--- config.mk ---
export PLATFORM = sky130hd
export DESIGN_NAME = sha256_core_arbiter
export DESIGN_NICKNAME = d
export VERILOG_FILES = /design/src/rtl/sha256_core_arbiter.sv
export SDC_FILE = /design/constraint.sdc
export NUM_CORES = 1
export LEC_CHECK = 0
export ABC_AREA = 1
export CAP_MARGIN = 5
export CORE_AREA = 4 4 713 715
export DETAILED_ROUTE_END_ITERATION = 8
export DIE_AREA = 0 0 717 719
export GPL_TIMING_DRIVEN = 1
export SLEW_MARGIN = 20
export SYNTH_ARGS = -nofsm -noshare
export SYNTH_HDL_FRONTEND = slang
export SYNTH_SLANG_ARGS = --single-unit
export TNS_END_PERCENT = 30
--- constraint.sdc ---
create_clock -name clk_i -period 2.85 [get_ports clk_i]
set_clock_uncertainty 0.15 [all_clocks]
set_input_delay 0.4275 -clock clk_i [delete_from_list [all_inputs] [get_ports clk_i]]
set_output_delay 0.4275 -clock clk_i [all_outputs]
set_load 0.02 [all_outputs]
--- src/rtl/sha256_core_arbiter.sv ---
// Round-robin arbiter that time-shares one SHA-256 core among requesters.
// Owns the issue/wait/deliver handshake and a watchdog on the core.
module sha256_core_arbiter #(
  parameter int num_req_p  = 4,
  parameter int id_width_p = $clog2(num_req_p),
  parameter int timeout_p  = 255
) (
  input  logic                       clk_i,
  input  logic                       reset_i,
  input  logic [num_req_p-1:0]       req_v_i,
  input  logic [256*num_req_p-1:0]   req_msg_i,
  output logic [num_req_p-1:0]       req_ready_o,
  output logic [num_req_p-1:0]       resp_v_o,
  output logic [255:0]               resp_digest_o,
  input  logic [num_req_p-1:0]       resp_yumi_i,
  output logic                       core_v_o,
  output logic [255:0]               core_msg_o,
  input  logic                       core_ready_i,
  input  logic                       core_v_i,
  input  logic [255:0]               core_digest_i,
  output logic                       core_yumi_o,
  output logic [id_width_p-1:0]      grant_id_o,
  output logic                       busy_o,
  output logic                       error_o
);

  localparam int wd_width_lp = $clog2(timeout_p + 1);
  localparam logic [wd_width_lp-1:0] wd_max_lp = wd_width_lp'(timeout_p);
  localparam logic [id_width_p-1:0] last_rst_lp = id_width_p'(num_req_p - 1);

  typedef enum logic [1:0] {
    eIdle,
    eIssue,
    eWait,
    eDeliver
  } state_e;

  state_e                  state_q, state_d;
  logic [id_width_p-1:0]   last_q, last_d;
  logic [id_width_p-1:0]   grant_q, grant_d;
  logic [255:0]            msg_q, msg_d;
  logic [255:0]            digest_q, digest_d;
  logic [wd_width_lp-1:0]  wd_q, wd_d;
  logic                    error_q, error_d;

  logic                    win_v;
  logic [id_width_p-1:0]   win_id;
  logic [id_width_p-1:0]   rr_idx;
  logic [num_req_p-1:0]    ready_oh;
  logic [num_req_p-1:0]    resp_oh;
  logic                    core_v;
  logic                    core_yumi;

  // Search starts just after the last served requester.
  always_comb begin
    win_v  = 1'b0;
    win_id = '0;
    rr_idx = '0;
    for (int i = 1; i <= num_req_p; i++) begin
      rr_idx = id_width_p'((int'(last_q) + i) % num_req_p);
      if (!win_v && req_v_i[rr_idx]) begin
        win_v  = 1'b1;
        win_id = rr_idx;
      end
    end
  end

  always_comb begin
    state_d   = state_q;
    last_d    = last_q;
    grant_d   = grant_q;
    msg_d     = msg_q;
    digest_d  = digest_q;
    wd_d      = wd_q;
    error_d   = error_q;
    ready_oh  = '0;
    resp_oh   = '0;
    core_v    = 1'b0;
    core_yumi = 1'b0;
    unique case (state_q)
      eIdle: begin
        if (win_v) begin
          ready_oh[win_id] = 1'b1;
          msg_d   = req_msg_i[256*win_id +: 256];
          grant_d = win_id;
          state_d = eIssue;
        end
      end
      eIssue: begin
        core_v = 1'b1;
        if (core_ready_i) begin
          wd_d    = '0;
          state_d = eWait;
        end
      end
      eWait: begin
        // A digest arriving on the last watchdog cycle still wins.
        if (core_v_i) begin
          core_yumi = 1'b1;
          digest_d  = core_digest_i;
          state_d   = eDeliver;
        end else if (wd_q == wd_max_lp) begin
          error_d = 1'b1;
          last_d  = grant_q;
          state_d = eIdle;
        end else begin
          wd_d = wd_q + 1'b1;
        end
      end
      eDeliver: begin
        resp_oh[grant_q] = 1'b1;
        if (resp_yumi_i[grant_q]) begin
          last_d  = grant_q;
          state_d = eIdle;
        end
      end
      default: state_d = eIdle;
    endcase
  end

  always_ff @(posedge clk_i) begin
    if (reset_i) begin
      state_q  <= eIdle;
      last_q   <= last_rst_lp;
      grant_q  <= '0;
      msg_q    <= '0;
      digest_q <= '0;
      wd_q     <= '0;
      error_q  <= 1'b0;
    end else begin
      state_q  <= state_d;
      last_q   <= last_d;
      grant_q  <= grant_d;
      msg_q    <= msg_d;
      digest_q <= digest_d;
      wd_q     <= wd_d;
      error_q  <= error_d;
    end
  end

  // Outputs are forced low while reset is held, even before state clears.
  assign req_ready_o   = reset_i ? '0 : ready_oh;
  assign resp_v_o      = reset_i ? '0 : resp_oh;
  assign resp_digest_o = reset_i ? '0 : digest_q;
  assign core_v_o      = core_v & ~reset_i;
  assign core_msg_o    = reset_i ? '0 : msg_q;
  assign core_yumi_o   = core_yumi & ~reset_i;
  assign grant_id_o    = reset_i ? '0 : grant_q;
  assign busy_o        = (state_q != eIdle) & ~reset_i;
  assign error_o       = error_q & ~reset_i;

endmodule

==> results of run 1 <==
cells in the final DEF, fill, tap and decap left out, types with 6 or more instances in the layout:
cell type / n
sky130_fd_sc_hd__clkbuf_8: 11
sky130_fd_sc_hd__nand2_4: 12
sky130_fd_sc_hd__diode_2: 169
sky130_fd_sc_hd__inv_1: 1808
sky130_fd_sc_hd__buf_16: 40
sky130_fd_sc_hd__nand2_1: 805
sky130_fd_sc_hd__buf_4: 357
sky130_fd_sc_hd__dfxtp_1: 524
sky130_fd_sc_hd__buf_8: 14
sky130_fd_sc_hd__nand3_4: 25
sky130_fd_sc_hd__buf_6: 31
sky130_fd_sc_hd__nand3_2: 140
sky130_fd_sc_hd__bufinv_16: 6
sky130_fd_sc_hd__clkinv_2: 7
sky130_fd_sc_hd__nand3_1: 1125
sky130_fd_sc_hd__a21oi_1: 260
sky130_fd_sc_hd__bufbuf_16: 7
sky130_fd_sc_hd__clkbuf_1: 18
sky130_fd_sc_hd__nor2_1: 527
sky130_fd_sc_hd__clkbuf_16: 95
sky130_fd_sc_hd__dlygate4sd3_1: 226
sky130_fd_sc_hd__o22a_1: 256
sky130_fd_sc_hd__clkdlybuf4s50_1: 1519
sky130_fd_sc_hd__nand2_2: 8
sky130_fd_sc_hd__buf_12: 204
cell families after synthesis:
family / count (synthesis)
fa+ha+maj: 1
compound gates: 533
flops: 527
xor+xnor: 1
simple gates: 2671
buf+inv: 2243
flip-flops by register name, summed over array words and instances, names as in the netlist:
signal and count:
msg_q 256, digest_q 256, last_q 2, state_q 2
wd_q 8, grant_q 2, error_q 1
layout make-up:
class | count | area [µm²]
Fill cell | 57650 | 429300
Timing Repair Buffer | 2408 | 26320
Multi-Input combinational cell | 3206 | 16660
Sequential cell | 527 | 10560
Tap cell | 6681 | 8359
Inverter | 1818 | 6862
Clock buffer | 117 | 2421
Antenna cell | 169 | 422.9
Clock inverter | 30 | 409.1
worst register-to-register path, cell delays in order (launching register included):
cell and delay (ps):
sky130_fd_sc_hd__dfxtp_2 420, sky130_fd_sc_hd__inv_2 120, sky130_fd_sc_hd__nand2_1 90, sky130_fd_sc_hd__nand2_2 90, sky130_fd_sc_hd__nand2_4 110, sky130_fd_sc_hd__nand2_4 70
sky130_fd_sc_hd__o21bai_4 190, sky130_fd_sc_hd__nand2_8 80, sky130_fd_sc_hd__buf_12 150, sky130_fd_sc_hd__buf_16 140, sky130_fd_sc_hd__buf_16 150, sky130_fd_sc_hd__buf_12 170
sky130_fd_sc_hd__buf_16 140, sky130_fd_sc_hd__buf_8 160, sky130_fd_sc_hd__buf_12 120, sky130_fd_sc_hd__bufbuf_16 270, sky130_fd_sc_hd__nand3_1 60, sky130_fd_sc_hd__nand3_1 70
sky130_fd_sc_hd__nand3_1 110, sky130_fd_sc_hd__nand2_1 50, sky130_fd_sc_hd__inv_1 60
per-layer routing:
| metal | part of all wire | vias up |
|---|---|---|
| met5 | 0.0022 | - |
| met4 | 0.042 | 144 |
| met3 | 0.14 | 838 |
| met2 | 0.42 | 2634 |
| met1 | 0.40 | 23260 |
| li1 | - | 22340 |
where the power goes:
part | internal (W) | switching, W
logic | 0.0149 | 0.0233
registers | 0.00959 | 0.000560
clock network | 0.00651 | 0.00490
what timing repair did:
| item | CTS | global route |
|---|---|---|
| endpoints found under the setup margin | 234 | 253 |
| cloned | 26 | 7 |
| buffers inserted | 40 | 9 |
| pin swaps | 100 | 21 |
| resized for setup | 316 | 87 |
| hold buffers | 226 | 0 |
| endpoints found under the hold margin | 226 | 0 |
stage by stage:
step | instances | setup WS [ps]
final | 14960 | -516.4
after global routing | 14880 | -702.8
after CTS | 14770 | -670.5
after detailed placement | 14340 | -1878
after global placement | 14340 | -1857
after floorplan | 5976 | 267.4
final timing paths:
path / startpoint / to / slack, ps / cells after the start
setup / recovery: last_q[0]$_SDFFE_PP1P_ / req_ready_o[3] / -520 / 12
hold / removal: core_digest_i[120] / digest_q[120]$_SDFFE_PP0P_ / 110 / 2
setup reg to reg: last_q[1]$_SDFFE_PP1P_ / msg_q[100]$_SDFFE_PP0P_ / -200 / 20
hold reg to reg: error_q$_SDFFE_PP0P_ / error_q$_SDFFE_PP0P_ / 340 / 2
==> summary.md, run 1 <==
Synthesis instantiated 37 different standard cells from the library. Summed over all instances, the cell type with the most area after synthesis is sky130_fd_sc_hd__dfxtp_1. The tightest min-delay check is of the in -> reg type. Static timing analysis puts the maximum clock frequency at 297.1 MHz. The number of port buffers is 1817, and the DRC violation count after routing is 0.

In this design, the stage delay of the slowest critical-path cell is 390 ps. The checks that failed: negative setup slack. Total count of max-transition violations in the final report: 0.

Met2 layer usage reported by global route: 0.2487. The synthesized design contains 527 register bits. For the pin with the worst max-slew slack, the measured transition is 1136 ps. In the synthesized netlist, the cells that appear most often are 1810 x sky130_fd_sc_hd__inv_1, 1290 x sky130_fd_sc_hd__nand3_1, 824 x sky130_fd_sc_hd__nand2_1.

TritonCTS built the clock tree. The synthesized-area fraction occupied by ao, oa, aoi and oai cells came out at 0.1048. The tools report the sort of element at the end of the critical path as an output port. The critical path class is reg -> out. The first global-routing pass estimated 540600 µm of wire. Across the VDD grid, the largest voltage drop is 0.0009879 V. The worst setup path is launched from a register. For this run, the detailed router's first-pass iteration total came to 6.

The total die area was 515500 µm²; the smallest setup slack after layout was -516.4 ps. For this run, the leading register cell type out of synthesis is sky130_fd_sc_hd__dfxtp_1. Together, buffers and inverters on the worst path number 5. The mapped netlist covers 34860 µm². The number of antenna violations at the first check in global routing is 378, and the share of post-route cells with drive strength above 1 is 0.1244. The total global-route track usage was 0.1640. The tools report the starting density of the core as 0.06954. Setup repair after global routing could not meet its margin everywhere. The setup violation total in the final timing report came out at 106. The via count of the first global-routing pass was 46230.

The logs give 0 for the total grt overflow and 7269 for the number of nets in the synthesized netlist. The tools report the total power consumption of the routed design as 0.05969 W. The routed design could run at a clock period as short as 3366 ps.

Area share of the largest cell type after synthesis: 0.3027. For the critical path arrival, the log shows 2790 ps. The later-pin clock latency in the skew report was 850 ps. Summed over all layers, the routed wires come to 445400 µm.

The logs give 0 for the final-report hold violation count and 501300 µm² for the area inside the core boundary. In the post-synthesis netlist, the biggest area contributors are sky130_fd_sc_hd__dfxtp_1 30%, sky130_fd_sc_hd__inv_1 19%, sky130_fd_sc_hd__nand3_1 19%, sky130_fd_sc_hd__nand2_1 8.9%, sky130_fd_sc_hd__o22a_1 6.4%. Summed over all cells, the static leakage comes to 33.00 nW. The worst endpoint required time is 2270 ps. The cell family contributing the most delay on the critical path is simple AND/OR/NAND/NOR gates. For the worst hold slack, the log shows 110.5 ps.

On the critical path, the stage with the largest delay is an instance of sky130_fd_sc_hd__nor3_4. In the synthesized netlist, the number of instances is 5976. The end-of-flow core utilization is 0.1437, and the net total in the final layout is 9342. Walking the worst path, the cells encountered are buf_12, inv_8, nand2_2, nand2_4, nor2_2, nand2_4, nor2_2, nand3b_4, inv_8, nor3_4, buf_6, buf_6. Across the run, the number of max-cap violations was 0. The final worst-path cycle share is 1.181, and the number of flops mapped to enable cells by yosys is 0.

The maximum fanout along the worst path was 7; the number of violations reported at the end of detailed-routing iteration 0 was 4306. The number of antenna-violating nets in the routed design is 0, and the vias per cell is 3.291. Adder-cell share of the synthesized area: 0.0003589. The chip height was 719 µm; the number of buffers on the longest clock path was 4. The initialized floorplan defines 260 standard-cell rows. The dominant combinational cell family by area after synthesis was simple AND/OR/NAND/NOR gates. The tools report the cell at the root of the clock tree as sky130_fd_sc_hd__clkbuf_16. The relative max-transition margin is 0.2381.

The detailed placement HPWL was 376600 µm; the fraction of registers with async set/reset was 0. The clock tree synthesis step divided the H-tree into 3 levels. The simple-gate share of the synthesized area works out to 0.3363. The xor-xnor portion of the synthesized cell area came out at 0.0002513. The global routing met1 resource utilization was 0.1878; the sequential area share after synthesis was 0.3027. By instance count, the leading cell after synthesis is sky130_fd_sc_hd__inv_1. The area growth from synthesis to layout works out to 106.6%. The horizontal die dimension was 717 µm; the total number of yosys warnings was 0. Summing all placed instances gives a cell area of 63340 µm².

Summing all non-filler instances in the final layout gives an area of 72020 µm². The count of clock tree sinks came out at 527. The share of cell area taken by muxes after synthesis is 0, and the routability congestion estimate from global placement is 0.9758. The average instance in the mapped netlist occupies 5.833 µm². Entering global routing, the biggest net connects 150 pins. The flow ran to the end, but the final reports show violations. The total CTS buffers is 88. The busiest layer in global routing is met2.

After detailed routing, the average wire length per cell comes to 29.78 µm. The clock transition at the registers of the reported paths works out to 60 ps. For this design the top-level I/O count stands at 1818. The met3 usage was 0.1016.

For this block, the via count after detailed routing is 49220. Final setup TNS: -9182 ps. Power per standard cell area: 828.9 nW/µm².
(Power assumes the default switching activity.)
==> inputs of run 2 (changes only) <==
--- a/config.mk
+++ b/config.mk
@@ -8,6 +8,7 @@
 export ABC_AREA = 1
 export CAP_MARGIN = 5
 export CORE_AREA = 4 4 713 715
+export CTS_CLUSTER_SIZE = 30
 export DETAILED_ROUTE_END_ITERATION = 8
 export DIE_AREA = 0 0 717 719
 export GPL_TIMING_DRIVEN = 1
==> constraint.sdc (replaced) <==
create_clock -name clk_i -period 3.2 [get_ports clk_i]
set_clock_uncertainty 0.15 [all_clocks]
set_input_delay 0.48 -clock clk_i [delete_from_list [all_inputs] [get_ports clk_i]]
set_output_delay 0.48 -clock clk_i [all_outputs]
set_load 0.02 [all_outputs]
==> run 2 against run 1 <==
  * Critical path type unchanged
  * Final cell count decreased by 2.2%
  * Combinational power decreased by 24%
  * Critical endpoint is now req_ready_o[2]
  * The run still ends with negative setup slack left
  * Clock-buffer cell count decreased by 3
==> summary.md, run 2 (synthesis gave the netlist of run 1 again) <==
The number of primary I/O pins is 1818, and the area inside the core boundary is 501300 µm². The maximum cell stage delay along the critical path came out at 420 ps. The run finished, with violations left. The clock passes through at most 4 buffers.

In this run the core area contains 260 standard-cell rows. The root buffer cell chosen for the clock tree is sky130_fd_sc_hd__clkbuf_16. Global routing finished with a remaining overflow of 0. The critical path startpoint category was a register. The tools report the critical path arrival as 2820 ps. The detail-routed net length per standard cell was 29.53 µm. In this run the critical register-to-register path is captured at msg_q[3]$_SDFFE_PP0P_. The final reports fail on negative setup slack. Fill cells in the final layout number 58200. The area of combinational cells with multiple inputs is 15640 µm², and the number of cells on the worst reg-to-reg path is 16.

At the end of the flow, the number of nets in the layout was 9034. The relative max-transition margin is 0.3925. The smallest setup slack after layout is -250.9 ps, and the count of clock tree sinks is 527. Setup violations remaining at the end of the flow were counted as 4.

The number of antenna violations at the first check in global routing is 391. The critical path class was reg -> out. The share of post-route cells with drive strength above 1 came out at 0.08997. After clock tree synthesis, the clock-pin slew on the worst setup and hold paths is 60 ps. For the largest vdd supply drop, the log shows 0.0005578 V. The area growth from synthesis to layout was 90.79%; the count of TritonRoute iterations in the first routing pass was 5. The run gives 289.8 MHz as the top achievable clock speed.

Timing startpoint of the critical path: last_q[0]$_SDFFE_PP1P_. Summing all non-filler instances in the final layout gives an area of 66510 µm². The count of buffer and inverter cells on the critical path is 5. For the total count of max-transition violations in the final report, the log shows 0.

Max-cap violations in this run came to 0. The clock reaches the later pin of the worst-skew pair after 850 ps. For the total global-route track usage, the log shows 0.1594. Counting stages on the worst path, the most repeated cell is sky130_fd_sc_hd__nand2_4. The first global-routing pass estimated 524400 µm of wire. The largest registers in the layout are digest_q: 256 flops, msg_q: 256 flops, wd_q: 8 flops. The number of placed cells counting well taps came out at 14300. The most common cell after layout, fill and taps aside is sky130_fd_sc_hd__inv_1. The analysis attributes to cell leakage a power of 30.56 nW. In the routed design, unresolved DRC markers number 0.

The tools report the number of violations reported at the end of detailed-routing iteration 0 as 4172. Summing all flip-flop and latch instances after layout gives 10560 µm². Final hold analysis gives a worst-case slack of 72.50 ps.

For this block, the via count after detailed routing is 47530. The largest net degree at the start of global routing was 127. The tools report the critical path endpoint as req_ready_o[2]. STA classifies the critical path endpoint as an output port. In this run the vertical extent of the chip is 719 µm.

Buffers placed on the I/O ports in this run total 1817. The worst flop-to-flop path startpoint was last_q[0]$_SDFFE_PP1P_. Among cell families on the critical path, the largest total delay comes from simple AND/OR/NAND/NOR gates.

In this run the power density over the cells is 725.7 nW/µm². STA puts the critical path data required time at 2570 ps. The run gives 80 ps as the worst-case register-to-register setup slack. Summed over all failing endpoints, the final setup total negative slack is -780.9 ps.

After detailed routing, the number of vias per cell comes to 3.250. The tools report the routability congestion estimate from global placement as 0.9778. The run gives 0.06954 as the starting density of the core. Traced cell by cell, the critical path runs through inv_8, nand2_2, nand2_4, nand2_4, nand2_4, nor2_4, nand2_4, nand2_8, buf_12, nand4_1, buf_6, nor2_4, buf_6, buf_6. The actual transition at the worst max-transition pin is 911.3 ps, and the final worst-path cycle share is 1.078. Buffers inserted during clock tree synthesis total 86. The type of the worst min-delay path is in -> reg. The run gives 3 as the number of H-tree branching levels. The die covers 515500 µm². The total wire length after detailed routing was 431800 µm; the maximum fanout along the worst path was 7. For the via count of the first global-routing pass, the log shows 43900. Timing analysis after detailed placement gives a worst setup slack of -783.0 ps.

Setup repair after global routing could not meet its margin everywhere. The worst path needs 3451 ps of the cycle, external delays included. The horizontal die dimension is 717 µm.

The slowest cell on the critical path is sky130_fd_sc_hd__dfxtp_4. The top cell types in the final layout, fill and taps aside, are 1810 x sky130_fd_sc_hd__inv_1, 1561 x sky130_fd_sc_hd__clkdlybuf4s50_1, 1284 x sky130_fd_sc_hd__nand3_1. Once layout is complete, the cells apart from fillers number 14620. The run gives 62690 µm² as the total placed instance area. The number of gates on the worst path with buffers counted came out at 14.

The HPWL after detailed placement is 376800 µm. TritonCTS built the clock tree. The number of antenna-violating nets in the routed design is 0. The final-report hold violation count was 0.
-- run 2: cell type report --
cell class,instances,area share
Sequential cell,527,0.1587
Antenna cell,139,0.005230
Tap cell,6681,0.1257
Multi-Input combinational cell,3206,0.2352
Clock buffer,114,0.03635
Timing Repair Buffer,2102,0.3294
Clock inverter,36,0.006378
Inverter,1818,0.1031
-- run 2: stage by stage --
stage	util	total power [W]
2_1_floorplan	-	0.02357
6_report	0.1327	0.04826
3_5_place_dp	0.1250	0.03837
3_3_place_gp	0.1250	0.03820
4_1_cts	0.1317	0.04917
5_1_grt	0.1323	0.05170
-- run 2: worst reg2reg max path: stages, from the launching register on --
cell,delay [ps]
sky130_fd_sc_hd__dfxtp_4,420
sky130_fd_sc_hd__buf_6,120
sky130_fd_sc_hd__nand2_2,50
sky130_fd_sc_hd__buf_4,140
sky130_fd_sc_hd__nand2_4,80
sky130_fd_sc_hd__nand2_4,70
sky130_fd_sc_hd__nand2_2,80
sky130_fd_sc_hd__nand3_4,90
sky130_fd_sc_hd__buf_4,170
sky130_fd_sc_hd__buf_4,160
sky130_fd_sc_hd__buf_12,150
sky130_fd_sc_hd__buf_16,210
sky130_fd_sc_hd__nand3_1,740
sky130_fd_sc_hd__nand3_1,150
sky130_fd_sc_hd__nand3_1,150
sky130_fd_sc_hd__nand2_1,70
sky130_fd_sc_hd__inv_1,50
-- run 2: how the worst min path moves through the flow --
stage / end / cells past startpoint / slack [ps] / start
floorplan: error_q$_SDFFE_PP0P_ / 2 / 310 / error_q$_SDFFE_PP0P_
global placement: error_q$_SDFFE_PP0P_ / 2 / 320 / error_q$_SDFFE_PP0P_
detailed placement: wd_q[1]$_SDFFE_PP0P_ / 2 / 320 / wd_q[1]$_SDFFE_PP0P_
CTS: digest_q[100]$_SDFFE_PP0P_ / 2 / 0.1 / core_digest_i[100]
global route: digest_q[117]$_SDFFE_PP0P_ / 2 / 40 / core_digest_i[117]
finish: grant_q[0]$_SDFFE_PP0P_ / 4 / 70 / reset_i
-- run 2: timing repair --
item                                    4_1_cts  5_1_grt
hold buffers                                 26        0
endpoints found under the setup margin      127      107
pin swaps                                    16        9
setup buffers                                 6        1
endpoints found under the hold margin        26        0
cloned                                        0        2
gates resized for setup                      78       28
-- run 2: power by group --
part / total, W / leakage (nW) / internal, W / switching, W
combinational: 0.0291 / 24.8 / 0.0103 / 0.0188
clock: 0.0101 / 1.40 / 0.00593 / 0.00418
sequential: 0.00904 / 4.33 / 0.00854 / 0.000493
-- run 2: routing by layer --
metal / share of wire / GRT usage
met1: 0.39 / 0.1803
met2: 0.43 / 0.2404
met3: 0.15 / 0.1034
met4: 0.037 / 0.05439
met5: 0.0021 / 0
